File: config.mk
export PLATFORM = sky130hd
export DESIGN_NAME = alu4_issue_ctrl_flat
export DESIGN_NICKNAME = d
export VERILOG_FILES = /design/src/rtl/alu4_issue_if.sv /design/src/rtl/alu4_issue_ctrl.sv /design/src/flat_wrapper.sv
export SDC_FILE = /design/constraint.sdc
export NUM_CORES = 1
export LEC_CHECK = 0
export ABC_AREA = 1
export BUFFER_PORTS_ARGS = -buffer_cell sky130_fd_sc_hd__buf_2
export CAP_MARGIN = 20
export CORE_UTILIZATION = 48
export DETAILED_ROUTE_END_ITERATION = 12
export HOLD_SLACK_MARGIN = 0.05
export PLACE_DENSITY = 0.84
export SKIP_CTS_REPAIR_TIMING = 1
export SLEW_MARGIN = 20
export SYNTH_ARGS = -nofsm -noshare
export SYNTH_HDL_FRONTEND = slang
export SYNTH_SLANG_ARGS = --single-unit
File: constraint.sdc
create_clock -name clk -period 3.1 [get_ports clk]
set_clock_uncertainty 0.2 [all_clocks]
set_input_delay 0.775 -clock clk [delete_from_list [all_inputs] [get_ports clk]]
set_output_delay 0.775 -clock clk [all_outputs]
set_load 0.005 [all_outputs]
File: src/rtl/alu4_issue_if.sv
// Command and result handshake bundle between a producer/consumer and the ALU issue controller.
interface alu4_issue_if;
   logic       in_valid;
   logic       in_ready;
   logic [2:0] in_op;
   logic [3:0] in_a;
   logic [3:0] in_b;
   logic       in_use_acc;
   logic       in_wb;
   logic       out_valid;
   logic       out_ready;
   logic [3:0] out_result;
   logic [3:0] out_flags;

   modport master (
      output in_valid, in_op, in_a, in_b, in_use_acc, in_wb, out_ready,
      input  in_ready, out_valid, out_result, out_flags
   );

   modport slave (
      input  in_valid, in_op, in_a, in_b, in_use_acc, in_wb, out_ready,
      output in_ready, out_valid, out_result, out_flags
   );
endinterface

File: src/rtl/alu4_issue_ctrl.sv
// Issue/writeback controller around a 4-bit signed ALU: registers operands, captures
// result and NZCV, optionally writes back to an accumulator, keeps a sticky overflow.
//
// state | meaning
// IDLE  | no command in flight, ready to accept
// EXEC  | operands registered, ALU settling, capture at next edge
// HOLD  | result presented downstream, waiting for out_ready
module alu4_issue_ctrl #(
   parameter logic [3:0] ACC_INIT = 4'b0000
) (
   input  logic         clk,
   input  logic         rst,
   alu4_issue_if.slave  bus,
   output logic [3:0]   alu_a,
   output logic [3:0]   alu_b,
   output logic [2:0]   alu_ctrl,
   input  logic [3:0]   alu_result,
   input  logic         alu_n,
   input  logic         alu_z,
   input  logic         alu_c,
   input  logic         alu_v,
   output logic [3:0]   acc,
   output logic         ovf_sticky,
   input  logic         clr_sticky
);

   typedef enum logic [1:0] {
      IDLE = 2'd0,
      EXEC = 2'd1,
      HOLD = 2'd2
   } state_t;

   state_t     state;
   state_t     state_nxt;
   logic       accept;
   logic       ready;
   logic       valid;
   logic       wb_r;
   logic [3:0] result_r;
   logic [3:0] flags_r;
   logic       arith_op;

   // The ALU only defines C and V for add (000) and sub (001).
   assign arith_op = (alu_ctrl[2:1] == 2'b00);

   always_comb begin
      state_nxt = state;
      ready     = 1'b0;
      valid     = 1'b0;
      accept    = 1'b0;
      case (state)
         IDLE: begin
            ready = 1'b1;
            if (bus.in_valid) begin
               accept    = 1'b1;
               state_nxt = EXEC;
            end
         end
         EXEC: begin
            state_nxt = HOLD;
         end
         HOLD: begin
            valid = 1'b1;
            ready = bus.out_ready;
            if (bus.out_ready) begin
               if (bus.in_valid) begin
                  accept    = 1'b1;
                  state_nxt = EXEC;
               end else begin
                  state_nxt = IDLE;
               end
            end
         end
         default: begin
            state_nxt = IDLE;
         end
      endcase
   end

   always_ff @(posedge clk) begin
      if (rst) begin
         state      <= IDLE;
         acc        <= ACC_INIT;
         alu_a      <= 4'b0000;
         alu_b      <= 4'b0000;
         alu_ctrl   <= 3'b000;
         wb_r       <= 1'b0;
         result_r   <= 4'b0000;
         flags_r    <= 4'b0000;
         ovf_sticky <= 1'b0;
      end else begin
         state <= state_nxt;
         if (accept) begin
            alu_a    <= bus.in_use_acc ? acc : bus.in_a;
            alu_b    <= bus.in_b;
            alu_ctrl <= bus.in_op;
            wb_r     <= bus.in_wb;
         end
         if (state == EXEC) begin
            result_r <= alu_result;
            flags_r  <= {alu_n, alu_z, alu_c & arith_op, alu_v & arith_op};
            if (wb_r) begin
               acc <= alu_result;
            end
         end
         // Setting has priority over a simultaneous clear.
         if ((state == EXEC) && arith_op && alu_v) begin
            ovf_sticky <= 1'b1;
         end else if (clr_sticky) begin
            ovf_sticky <= 1'b0;
         end
      end
   end

   assign bus.in_ready   = ready;
   assign bus.out_valid  = valid;
   assign bus.out_result = result_r;
   assign bus.out_flags  = flags_r;

endmodule
File: src/flat_wrapper.sv
// flat-port wrapper written by rule: the top's interface ports become plain ports
module alu4_issue_ctrl_flat 
#(
   parameter logic [3:0] ACC_INIT = 4'b0000
)
  (clk, rst, alu_a, alu_b, alu_ctrl, alu_result, alu_n, alu_z, alu_c, alu_v, acc, ovf_sticky, clr_sticky, bus_in_valid, bus_in_op, bus_in_a, bus_in_b, bus_in_use_acc, bus_in_wb, bus_out_ready, bus_in_ready, bus_out_valid, bus_out_result, bus_out_flags);
  alu4_issue_if bus_i ();
  input  logic clk;
  input  logic rst;
  output logic [3:0] alu_a;
  output logic [3:0] alu_b;
  output logic [2:0] alu_ctrl;
  input  logic [3:0] alu_result;
  input  logic alu_n;
  input  logic alu_z;
  input  logic alu_c;
  input  logic alu_v;
  output logic [3:0] acc;
  output logic ovf_sticky;
  input  logic clr_sticky;
  input wire logic [$bits(bus_i.in_valid)-1:0] bus_in_valid;
  input wire logic [$bits(bus_i.in_op)-1:0] bus_in_op;
  input wire logic [$bits(bus_i.in_a)-1:0] bus_in_a;
  input wire logic [$bits(bus_i.in_b)-1:0] bus_in_b;
  input wire logic [$bits(bus_i.in_use_acc)-1:0] bus_in_use_acc;
  input wire logic [$bits(bus_i.in_wb)-1:0] bus_in_wb;
  input wire logic [$bits(bus_i.out_ready)-1:0] bus_out_ready;
  output wire logic [$bits(bus_i.in_ready)-1:0] bus_in_ready;
  output wire logic [$bits(bus_i.out_valid)-1:0] bus_out_valid;
  output wire logic [$bits(bus_i.out_result)-1:0] bus_out_result;
  output wire logic [$bits(bus_i.out_flags)-1:0] bus_out_flags;
  assign bus_i.in_valid = bus_in_valid;
  assign bus_i.in_op = bus_in_op;
  assign bus_i.in_a = bus_in_a;
  assign bus_i.in_b = bus_in_b;
  assign bus_i.in_use_acc = bus_in_use_acc;
  assign bus_i.in_wb = bus_in_wb;
  assign bus_i.out_ready = bus_out_ready;
  assign bus_in_ready = bus_i.in_ready;
  assign bus_out_valid = bus_i.out_valid;
  assign bus_out_result = bus_i.out_result;
  assign bus_out_flags = bus_i.out_flags;
  alu4_issue_ctrl #(.ACC_INIT(ACC_INIT)) u_core (.clk(clk), .rst(rst), .bus(bus_i), .alu_a(alu_a), .alu_b(alu_b), .alu_ctrl(alu_ctrl), .alu_result(alu_result), .alu_n(alu_n), .alu_z(alu_z), .alu_c(alu_c), .alu_v(alu_v), .acc(acc), .ovf_sticky(ovf_sticky), .clr_sticky(clr_sticky));
endmodule
==> impl_results.md <==
* Clk slew on worst S/H paths at 0.14 ns
* Setup slack after layout at 0.950 ns
* M1 WL at 1.03 mm
* DR iter-0 viols at 15
* Setup violators final at 0
* Routed Antenna Nets at 0
* Ratio of final minimum period to clock period at 0.694
* Pwr Total at 0.637 mW
* Hold depth at 2
* Synthesis-to-layout area growth at 24.1%
* Slew at the pin closest to its max-slew limit at 0.560 ns
* Hold Worst Slack at 0.273 ns
* Max-cap violations at 0
* Post-Synthesis Net Count at 185
* Synth top area cells: dfxtp_1 (48%), nor2_1 (14%), nand2_1 (12%)
* DP Wirelength at 1.63 mm
* PD cells at 459 nW/um^2
* IR drop worst, VDD at 0.000286 V
* Full die area at 2520 um^2
* Max_slew headroom at 0.626
* Reg-to-reg endpoint: u_core.bus.out_result[2]
* Largest net degree at the start of global routing at 26
* Starting density of the core at 0.505
* Ys Warns at 0
* WL met2 at 1.01 mm
* Met3 WL at 132 um
* TritonCTS clock tree: done
* Critical Path Start Type: input pin
* Crit path DAT at 1.18 ns
* Syn_area_per_cell at 7.03 um^2
* Post-Syn Area at 1120 um^2
* Worst endpoint required time at 2.12 ns
* Vias/cell at 4.46
* Fmax achieved at 465 MHz
* Post-route design area at 1390 um^2
* Fin crit period at 2.15 ns
* Total negative slack at 0 ns
* H-tree depth at 1
* Clock buffer depth at 2
* I/O pins at 52
* CP Class: in -> out
* Tightest Hold Check Type: reg -> reg
* Pre-CTS WS at 0.946 ns
* Gpl congestion at 0.796
* Row count at 17
* P_leak at 0.750 nW
* CP startpoint: bus_out_ready
* Port Buf Inserts at 51
* First-pass GRT wire length at 3.73 mm
* Placed Area at 1360 um^2
* Vias after detailed routing at 1052
* Commonest non-fill, non-tap cell in the layout: buf_2
* TritonCTS buffer count at 3
* Final Hold Fails at 0
* Flops & latches, synth at 27
* DR pass1 iterations at 5
* Vias in the first global route at 911
* RSZ-0062 raised after global routing: no
* FF-to-FF Start: u_core.state[0]
* Sequential-to-total area share from yosys stat at 0.484
* Die Width at 50.2 um
* R2R depth at 5
* Synth top area share at 0.484
* Final nets at 235
* Status: finished clean
* Total grt overflow at 0
* Hold path startpoint: u_core.ovf_sticky
* Critical-path maximum fanout at 2
* Fraction of layout cells with a size suffix above 1 at 0.284
* Total GRT Usage at 0.190
* Routed len/inst at 9.26 um
* CP Capture Type: output port
* Antenna diode instance count at 0
* Top routing layer used: met4
* Initial antenna violation count at 0
* Yosys cell types at 14
* Die H at 50.2 um
* R2R Setup Slk at 1.65 ns
* Final Slew Violations at 0
* Sink Count at 27
* Leading area contributor after synthesis: dfxtp_1
* Hold-critical path endpoint: u_core.ovf_sticky
* DRC at 0
* Post-Synthesis Cells at 159
* Total Routed Length at 2.19 mm
* Worst skew pair latency at 0.31 ns
* CTS root buf: clkbuf_4
* Placeable Area at 2210 um^2
* Commonest non-fill, non-tap cells in the layout: buf_2 (51), nor2_1 (41), nand2_1 (35), dfxtp_1 (27), inv_1 (21)
[area by class of cell]
type / count / area [um^2]
inverter: 22 / 82.6
timing repair buffer: 51 / 255
clock inverter: 1 / 5.00
multi-input combinational: 104 / 445
clock buffer: 3 / 22.5
sequential: 27 / 541
fill: 227 / 826
tap: 28 / 35.0
[per-layer routing]
layer / track usage / vias up
met5: 0 / -
met4: 0.0714 / 0
met3: 0.0364 / 2
met2: 0.322 / 36
met1: 0.235 / 437
li1: - / 577
[how the worst max path moves through the flow]
stage,end,depth (start not counted)
floorplan,bus_in_ready,2
global placement,bus_in_ready,4
detailed placement,bus_in_ready,4
CTS,bus_in_ready,4
global route,bus_in_ready,4
finish,bus_in_ready,4
[synth_stat cells, drive strengths merged]
cell,count
inv,22
dfxtp,27
a21oi,8
nand3,6
buf,5
o21ai,12
nor2,42
nand2,36
clkbuf,1
[state kept, by name, indices dropped and copies added, names as in the netlist]
signal                 cells
u_core.bus.out_result      4
u_core.bus.out_flags       4
u_core.state               2
u_core.acc                 4
u_core.alu_b               4
u_core.alu_ctrl            3
u_core.alu_a               4
u_core.wb_r                1
u_core.ovf_sticky          1
[cells by family (layout without fill, tap and decap cells)]
logic type      count (synthesis)  in the layout  share of synthesized area
simple gates                   84             84                      0.309
compound gates                 20             20                     0.0896
flops                          27             27                      0.484
buf+inv                        28             77                      0.118
[power breakdown]
group	leakage [nW]	total, mW	internal (mW)	switching, mW
combinational	0.511	0.106	0.0472	0.0587
sequential	0.222	0.384	0.370	0.0134
clock	0.0177	0.147	0.0483	0.0990
[worst max-delay path, stage by stage]
cell	delay (ns)
buf_2	0.07
inv_1	0.05
a21oi_1	0.14
buf_2	0.14
[stage by stage]
stage,util,instances
floorplan,-,159
global placement,0.614,232
detailed placement,0.614,232
CTS,0.627,236
global route,0.627,236
finish,0.627,236
Power figures use the tool's default switching activity.
